File: src/rtl/nrs_ls_averager_pkg.sv
// Shared channel-estimation constants: estimate width, averager FSM encoding
// and the round-half-up offset used before the divide-by-shift.
package nrs_ls_averager_pkg;

  localparam int DEF_WIDTH_R_I = 16;
  localparam int DEF_NUM_EST   = 4;
  localparam int DEF_ADDR_W    = 2;
  localparam int EST_W         = DEF_WIDTH_R_I + 1;

  typedef enum logic [1:0] {
    ST_IDLE = 2'd0,
    ST_READ = 2'd1,
    ST_DONE = 2'd2
  } state_t;

  function automatic int round_ofs(input int shift);
    return 1 << (shift - 1);
  endfunction

  localparam int ROUND_OFS = round_ofs(DEF_ADDR_W);

endpackage

File: src/rtl/nrs_ls_averager_if.sv
// Averager port bundle: start request, upstream register-file read port and
// the averaged estimate handed to the interpolation stage.
interface nrs_ls_averager_if
  import nrs_ls_averager_pkg::*;
#(
  parameter int EW = EST_W,
  parameter int AW = DEF_ADDR_W
) ();

  logic                 start;
  logic signed [EW-1:0] h_r_in;
  logic signed [EW-1:0] h_i_in;
  logic        [AW-1:0] rd_addr;
  logic                 busy;
  logic signed [EW-1:0] h_avg_r;
  logic signed [EW-1:0] h_avg_i;
  logic                 avg_valid;

  modport master (
    output start, h_r_in, h_i_in,
    input  rd_addr, busy, h_avg_r, h_avg_i, avg_valid
  );

  modport slave (
    input  start, h_r_in, h_i_in,
    output rd_addr, busy, h_avg_r, h_avg_i, avg_valid
  );

endinterface

File: src/rtl/nrs_ls_averager_round.sv
// Signed add-offset then arithmetic right shift: divide by 2^SHIFT with
// rounding half toward +inf.
module est_round_shift
  import nrs_ls_averager_pkg::*;
#(
  parameter int IN_W  = 19,
  parameter int SHIFT = 2
) (
  input  logic signed [IN_W-1:0]       i_acc,
  output logic signed [IN_W-SHIFT-1:0] o_avg
);

  localparam logic signed [IN_W-1:0] OFS = IN_W'(round_ofs(SHIFT));

  // Headroom: NUM_EST full-scale estimates plus the offset stay below 2^(IN_W-1).
  logic signed [IN_W-1:0] w_sum;

  assign w_sum = i_acc + OFS;
  assign o_avg = w_sum[IN_W-1:SHIFT];

endmodule

File: src/rtl/nrs_ls_averager.sv
// Reads NUM_EST stored LS channel estimates from the multiplier's register
// file, sums them and presents the rounded mean as one registered result.
module nrs_ls_averager
  import nrs_ls_averager_pkg::*;
#(
  parameter int WIDTH_R_I = DEF_WIDTH_R_I,
  parameter int NUM_EST   = DEF_NUM_EST,
  parameter int ADDR_W    = DEF_ADDR_W
) (
  input  logic            clk,
  input  logic            rst,
  nrs_ls_averager_if.slave bus
);

  localparam int AVG_W = WIDTH_R_I + 1;
  localparam int ACC_W = AVG_W + ADDR_W;
  localparam logic [ADDR_W-1:0] LAST_ADDR = ADDR_W'(NUM_EST - 1);

  state_t                   r_state;
  state_t                   w_next;
  logic        [ADDR_W-1:0] r_rd_addr;
  logic signed [ACC_W-1:0]  r_acc_r;
  logic signed [ACC_W-1:0]  r_acc_i;
  logic signed [AVG_W-1:0]  r_avg_r;
  logic signed [AVG_W-1:0]  r_avg_i;
  logic                     r_avg_valid;
  logic signed [AVG_W-1:0]  w_rnd_r;
  logic signed [AVG_W-1:0]  w_rnd_i;
  logic                     w_busy;
  logic                     w_acc_clr;
  logic                     w_acc_en;
  logic                     w_done;
  logic                     w_last;

  assign w_last = (r_rd_addr == LAST_ADDR);

  always_ff @(posedge clk or posedge rst) begin
    if (rst) r_state <= ST_IDLE;
    else     r_state <= w_next;
  end

  always_comb begin
    w_next = r_state;
    case (r_state)
      ST_IDLE: if (bus.start) w_next = ST_READ;
      ST_READ: if (w_last)    w_next = ST_DONE;
      ST_DONE:                w_next = ST_IDLE;
      default:                w_next = ST_IDLE;
    endcase
  end

  // start outside IDLE is dropped, never queued.
  always_comb begin
    w_busy    = (r_state != ST_IDLE);
    w_acc_clr = (r_state == ST_IDLE) && bus.start;
    w_acc_en  = (r_state == ST_READ);
    w_done    = (r_state == ST_DONE);
  end

  always_ff @(posedge clk or posedge rst) begin
    if (rst) begin
      r_rd_addr   <= '0;
      r_acc_r     <= '0;
      r_acc_i     <= '0;
      r_avg_r     <= '0;
      r_avg_i     <= '0;
      r_avg_valid <= 1'b0;
    end else begin
      r_avg_valid <= w_done;
      if (w_acc_clr) begin
        r_acc_r   <= '0;
        r_acc_i   <= '0;
        r_rd_addr <= '0;
      end else if (w_acc_en) begin
        r_acc_r   <= r_acc_r + {{ADDR_W{bus.h_r_in[AVG_W-1]}}, bus.h_r_in};
        r_acc_i   <= r_acc_i + {{ADDR_W{bus.h_i_in[AVG_W-1]}}, bus.h_i_in};
        r_rd_addr <= w_last ? '0 : r_rd_addr + 1'b1;
      end
      if (w_done) begin
        r_avg_r   <= w_rnd_r;
        r_avg_i   <= w_rnd_i;
        r_rd_addr <= '0;
      end
    end
  end

  est_round_shift #(.IN_W(ACC_W), .SHIFT(ADDR_W)) u_round_r (
    .i_acc (r_acc_r),
    .o_avg (w_rnd_r)
  );

  est_round_shift #(.IN_W(ACC_W), .SHIFT(ADDR_W)) u_round_i (
    .i_acc (r_acc_i),
    .o_avg (w_rnd_i)
  );

  assign bus.rd_addr   = r_rd_addr;
  assign bus.busy      = w_busy;
  assign bus.h_avg_r   = r_avg_r;
  assign bus.h_avg_i   = r_avg_i;
  assign bus.avg_valid = r_avg_valid;

endmodule

File: src/flat_wrapper.sv
// flat-port wrapper written by rule: the top's interface ports become plain ports
module nrs_ls_averager_flat import nrs_ls_averager_pkg::*;
#(
  parameter int WIDTH_R_I = DEF_WIDTH_R_I,
  parameter int NUM_EST   = DEF_NUM_EST,
  parameter int ADDR_W    = DEF_ADDR_W
)
  (clk, rst, bus_start, bus_h_r_in, bus_h_i_in, bus_rd_addr, bus_busy, bus_h_avg_r, bus_h_avg_i, bus_avg_valid);
  nrs_ls_averager_if #(.EW(17), .AW(2)) bus_i ();
  input  logic clk;
  input  logic rst;
  input wire logic [$bits(bus_i.start)-1:0] bus_start;
  input wire logic [$bits(bus_i.h_r_in)-1:0] bus_h_r_in;
  input wire logic [$bits(bus_i.h_i_in)-1:0] bus_h_i_in;
  output wire logic [$bits(bus_i.rd_addr)-1:0] bus_rd_addr;
  output wire logic [$bits(bus_i.busy)-1:0] bus_busy;
  output wire logic [$bits(bus_i.h_avg_r)-1:0] bus_h_avg_r;
  output wire logic [$bits(bus_i.h_avg_i)-1:0] bus_h_avg_i;
  output wire logic [$bits(bus_i.avg_valid)-1:0] bus_avg_valid;
  assign bus_i.start = bus_start;
  assign bus_i.h_r_in = bus_h_r_in;
  assign bus_i.h_i_in = bus_h_i_in;
  assign bus_rd_addr = bus_i.rd_addr;
  assign bus_busy = bus_i.busy;
  assign bus_h_avg_r = bus_i.h_avg_r;
  assign bus_h_avg_i = bus_i.h_avg_i;
  assign bus_avg_valid = bus_i.avg_valid;
  nrs_ls_averager #(.WIDTH_R_I(WIDTH_R_I), .NUM_EST(NUM_EST), .ADDR_W(ADDR_W)) u_core (.clk(clk), .rst(rst), .bus(bus_i));
endmodule
File: config.mk
export PLATFORM = sky130hd
export DESIGN_NAME = nrs_ls_averager_flat
export DESIGN_NICKNAME = d
export VERILOG_FILES = /design/src/rtl/nrs_ls_averager_pkg.sv /design/src/rtl/nrs_ls_averager_if.sv /design/src/rtl/nrs_ls_averager_round.sv /design/src/rtl/nrs_ls_averager.sv /design/src/flat_wrapper.sv
export SDC_FILE = /design/constraint.sdc
export NUM_CORES = 1
export LEC_CHECK = 0
export ABC_AREA = 1
export CAP_MARGIN = 20
export CORE_MARGIN = 4
export CORE_UTILIZATION = 29
export CTS_CLUSTER_SIZE = 10
export DETAILED_ROUTE_END_ITERATION = 7
export PLACE_DENSITY = 0.49
export SYNTH_ARGS = -nofsm -noshare
export SYNTH_HDL_FRONTEND = slang
export SYNTH_SLANG_ARGS = --single-unit
File: constraint.sdc
create_clock -name clk -period 3.3 [get_ports clk]
set_input_delay 0.66 -clock clk [delete_from_list [all_inputs] [get_ports clk]]
set_output_delay 0.66 -clock clk [all_outputs]
set_load 0.01 [all_outputs]
# ---- Yosys cells after proc, flatten, opt, wreduce, memory -nomap -nowiden
# Index checks and enable logic that the tools add are counted.
# W data, S select, Z words.
dict set report totals {
  n_memories 0
  mem_bits_ro 0
  reg_bits 77
  latch_bits 0
  word_cells 34
  ramBits 0
  output_inout_bits 38
  input_bits 37
}
dict set report op_classes {
  n_addsub 5
  reduce_logical 6
  mul 0
  shifts 0
  mux 11
  n_div 0
  magnitude_cmp 0
  n_eq_ne 5
  bitwise 0
}
# operator count
set op_table {}
lappend op_table {{$mux W19} 4}
lappend op_table {{$add A19 B19 Y19} 2}
lappend op_table {{$add A19 B3 Y19 const B} 2}
lappend op_table {{$mux W2} 6}
lappend op_table {{$eq A2 B2 Y1 const B} 2}
lappend op_table {{$ne A2 B2 Y1 const B} 2}
lappend op_table {{$pmux W2 S2} 1}
lappend op_table {{$reduce_bool A2 Y1} 2}
lappend op_table {{$reduce_bool A3 Y1} 1}
lappend op_table {{$add A2 B1 Y2 const B} 1}
lappend op_table {{$eq A2 B1 Y1 const B} 1}
lappend op_table {{$logic_not A2 Y1} 1}
lappend op_table {{$reduce_and A2 Y1} 1}
lappend op_table {{$logic_and A1 B1 Y1} 1}

# ---- Logic depth before layout (Yosys ltp)
dict set report depth {
  word_depth 5
  depth_mapped 13
  depth_no_buf 13
}

# ---- Modules after synthesis
# Synthesis repeated with hierarchy kept, for this count alone.
dict set report hier_totals {
  cells_unflattened 892
  hier_area_um2 5960.7
}
# mod cells_per_inst instances seq_area_each_um2 area_per_inst_um2
set modules_own_cells {}
lappend modules_own_cells {nrs_ls_averager 720 1 1926.8 5132.4}
lappend modules_own_cells {est_round_shift 86 2 0.0 414.1}

# ---- Least setup slack after synthesis
# Ideal clock, no wire load.
dict set report synth_path {
  path_type {input to register}
  startpoint {in bus_h_r_in[0]}
  endpoint {reg u_core.r_acc_r[12]}
  required_ns 3.182
  setup_ns 0.118
  t_arrival_ns 1.919
  path_slack_ns 1.263
  path_buffers 0
  stages 13
  cell_sequence {ha_1 > inv_1 > fa_1 > inv_1 > nand3_1 > nand3_1 > nand2_1 > nand2_1 > nand2_1 > nand2_1 > nand2_1 > nand3_1 > nand2_1}
}
dict set report synth_via {
  elab_chain_len 3
}
# item line
set synth_lines {}
lappend synth_lines {{from (decl)} flat_wrapper.sv:13} ;# input wire logic [$bits(bus_i.h_r_in)-1:0] bus_h_r_in;
lappend synth_lines {{$add A19 B19 Y19} nrs_ls_averager.sv:75} ;# r_acc_r <= r_acc_r + {{ADDR_W{bus.h_r_in[AVG_W-1]}}, bus.h_r_in};
lappend synth_lines {{$mux W19} nrs_ls_averager.sv:74} ;# end else if (w_acc_en) begin
lappend synth_lines {{$mux W19} nrs_ls_averager.sv:70} ;# if (w_acc_clr) begin
lappend synth_lines {{to (signal assigned)} nrs_ls_averager.sv:75}
lappend synth_lines {{to (decl)} nrs_ls_averager.sv:22} ;# logic signed [ACC_W-1:0] r_acc_r;
# Every way passes these cells. The select of a mux whose other input is x is not followed.
# A chain may end at the register's enable or synchronous reset.

# ---- Worst setup path after layout
dict set report layout_path {
  startpoint {in bus_h_i_in[0]}
  endpoint {reg u_core.r_acc_i[6]}
}
dict set report layout_via {
  elab_chain_len 3
}
# item line
set layout_lines {}
lappend layout_lines {{from (decl)} flat_wrapper.sv:14} ;# input wire logic [$bits(bus_i.h_i_in)-1:0] bus_h_i_in;
lappend layout_lines {{$add A19 B19 Y19} nrs_ls_averager.sv:76} ;# r_acc_i <= r_acc_i + {{ADDR_W{bus.h_i_in[AVG_W-1]}}, bus.h_i_in};
lappend layout_lines {{$mux W19} nrs_ls_averager.sv:74}
lappend layout_lines {{$mux W19} nrs_ls_averager.sv:70}
lappend layout_lines {{to (signal assigned)} nrs_ls_averager.sv:76}
lappend layout_lines {{to (decl)} nrs_ls_averager.sv:23} ;# logic signed [ACC_W-1:0] r_acc_i;
# Every way passes these cells. The select of a mux whose other input is x is not followed.

==> results.yml <==
outcome:
  outcome: "finished, final reports clean"
clock_network:
  clock_latency_ns: 0.35
  root_buffer: "clkbuf_16"
  cts_max_level: 3
  cts_buffer_depth: 2
  cts_setup_buffers: 0
  cts.sinks: 77
  cts_resized: 0
  cts_hold_buf: 0
  clk_pin_slew_ns: 0.06
  cts_tree: "done"
  cts_made_buffers: 9
yosys:
  synth_area_leaders: "dfrtp_1 (34%), nand2_1 (19%), ha_1 (9.4%), inv_1 (6.1%), nor2_1 (5.6%)"
  synth_area_mm2: 0.00571
  avgSynthCellArea_um2: 6.79
  synth-seq-cells: 77
  ys_seq_area_share_pct: 33.8
  synth_nets: 923
  netlist_instances: 841
  synth_warnings: 0
  synth_top_cell_area_share_pct: 33.8
  synth_largest_area_cell: "dfrtp_1"
  synth.distinct_cells: 35
die:
  die_width_um: 148
  initial_core_util_pct: 29.4
  core_mm2: 0.0194
  dieArea_mm2: 0.0220
  dieHeight_um: 148
  rows: 51
  top_level_ports: 75
detailed_routing:
  ant_nets: 0
  routedWlPerCell_um: 14.8
  routed_wirelength_um: 17600
  drc: 0
  vias: 5504
  dr.pass1.iters: 5
  drt_iter0_drc: 239
  avgViaCountPerCell: 4.63
sta:
  fin_crit_ns: 2.40
  worst_pin_slew_ns: 0.767
  max_freq_mhz: 417
  finalHoldViolCount: 0
  grt_setup_unrepaired: "false"
  report.final.setup_viol: 0
  finalSetupTns_ns: 0
  min_period_over_period_pct: 72.7
  relSlewSlack_pct: 48.8
  finalWorstSetupSlack_ns: 0.900
  maxSlewViolCount: 0
  clock_skew_ns: 0.00529
worst_setup_path:
  crit_chain: "clkdlybuf4s50_1, ha_1, inv_1, fa_1, inv_1, nand3_1, nand3_1, nand2_1, nand2_1, a21oi_1, o21ai_0, o21ai_0"
  arrival_ns: 2.61
  crit_path_max_fanout: 4
  cp-start-kind: "input port"
  path_class: "input port to register"
  crit_buf_inv: 3
  cp_slowest_stage_delay_ns: 0.47
  end_kind: "register"
  critPathRequiredTime_ns: 3.51
  startpoint: "bus_h_i_in[0]"
  crit_family: "buffers and inverters"
  cpMaxStageDelayCell: "clkdlybuf4s50_1"
  r2r-start: "u_core.r_acc_i[1]"
placed_design:
  place_ws_ns: 0.528
  hpwl_um: 13900
  numPortBuffers: 74
  gp_congestion: 0.854
cells_and_area:
  fill_cells: 2166
  multi_input_area_mm2: 0.00337
  layout.area.seq_mm2: 0.00193
  layout.nets: 1002
  final_cell_mix: "nand2_1 (296), inv_1 (92), nor2_1 (85), dfrtp_1 (77), clkdlybuf4s50_1 (74)"
  diodes: 0
  final_common_cell: "nand2_1"
  area_delta_synth_final_pct: 23.9
  drive_gt1_share_pct: 3.78
power:
  pwr-share-comb_pct: 55.4
  leakage_nw: 3.44
  cellPowerDensity_mw_per_mm2: 900
  pwr-share-clk_pct: 15.1
  vdd_drop_max_mv: 0.381
  switching_power_mw: 3.07
  seqPwrFrac_pct: 29.5
  switching_share_pct: 48.2
  power.internal_mw: 3.30
flow_run:
  maxCapViolations: 0
hold_path:
  min_path_type: "register to register"
  hold_start: "u_core.bus.h_avg_r[12]"
global_routing:
  grt_use_met1_pct: 22.7
  grt_use_met2_pct: 26.8
  antenna_found_initial: 0
  grt_pass1_vias: 5315
  grt.overflow.total: 0
  use_met3_pct: 2.74
  grt_usage_pct: 16.4
  grt-busiest-layer: "met2"
  grt_max_degree: 59
  grt_pass1_wl_um: 28400
[metrics by stage]
| step | instance area [um^2] | hold WS (ns) | cells | power [mW] | utilization (%) |
|---|---|---|---|---|---|
| final | 7070 | 0.482 | 1190 | 6.36 | 36.4 |
| after global routing | 7070 | 0.495 | 1190 | 6.99 | 36.4 |
| after CTS | 7070 | 0.485 | 1190 | 6.44 | 36.4 |
| after detailed placement | 6790 | 0.469 | 1174 | 5.44 | 35.0 |
| after global placement | 6790 | 0.467 | 1174 | 5.44 | 35.0 |
| after floorplan | 5710 | 0.470 | 841 | 4.08 | - |
[tightest hold or removal path: stages (launching register included)]
cell and delay, ns:
dfrtp_1 0.34, nand2_1 0.05, nand2_1 0.06
[registers in the layout (all words and copies together), names as in the netlist]
| signal | flops |
|---|---|
| u_core.bus.avg_valid | 1 |
| u_core.bus.h_avg_i | 17 |
| u_core.r_acc_i | 19 |
| u_core.r_acc_r | 19 |
| u_core.bus.h_avg_r | 17 |
| u_core.r_state | 2 |
| u_core.bus.rd_addr | 2 |
[cell type report]
cell class | count | share of cell area [%]
Multi-Input combinational cell | 656 | 47.7
Sequential cell | 77 | 27.3
Timing Repair Buffer | 81 | 11.4
Inverter | 95 | 5.06
Tap cell | 265 | 4.69
Clock buffer | 11 | 3.43
Clock inverter | 5 | 0.478
[worst paths after layout]
path | endpoint | slack [ns] | depth (start not counted)
worst max-delay path | u_core.r_acc_i[6] | 0.90 | 12
worst min-delay path | u_core.bus.h_avg_r[12] | 0.48 | 2
worst max register to register | u_core.r_acc_i[6] | 1.24 | 10
worst min register to register | u_core.bus.h_avg_r[12] | 0.48 | 2
max in group asynchronous | u_core.r_acc_r[10] | 2.02 | 3
min in group asynchronous | u_core.r_acc_r[11] | 0.62 | 2
[cell families (layout without fill, tap and decap cells)]
family,Yosys count,count (layout),share of synthesized area (%)
and+or+nand+nor,479,479,35.3
DFF,77,77,33.8
adders and majority gates,45,45,10.1
AOI/OAI and AO/OA,112,112,10.6
xor gates and xnor gates,20,20,3.07
buffers and inverters,108,192,7.17
[metal layers]
metal,up-vias,wire length (um)
met3,15,625
li1,2903,-
met2,90,8040
met5,-,0
met4,0,236
met1,2496,8710
[synthesized netlist by cell type, drive strengths merged]
library cell,number
clkinv,1
buf,5
o31ai,3
nand2,297
xor2,13
nor2,89
nand3,58
xnor2,7
nand4,12
nor3,12
o21ai,46
o21a,2
o22ai,10
nor4,1
nand3b,9
clkbuf,8
a211oi,1
fa,2
and2,1
a22o,2
a21oi,42
inv,94
o21bai,1
dfrtp,77
ha,43
a31oi,5
[power by group through the flow]
stage	Combinational (mW)	Clock, mW	Sequential (mW)
detailed placement	3.55	0	1.90
global route	4.04	1.02	1.94
floorplan	2.31	0	1.78
global placement	3.54	0	1.90
CTS	3.57	0.989	1.88
finish	3.53	0.959	1.88
(Power assumes the default switching activity.)
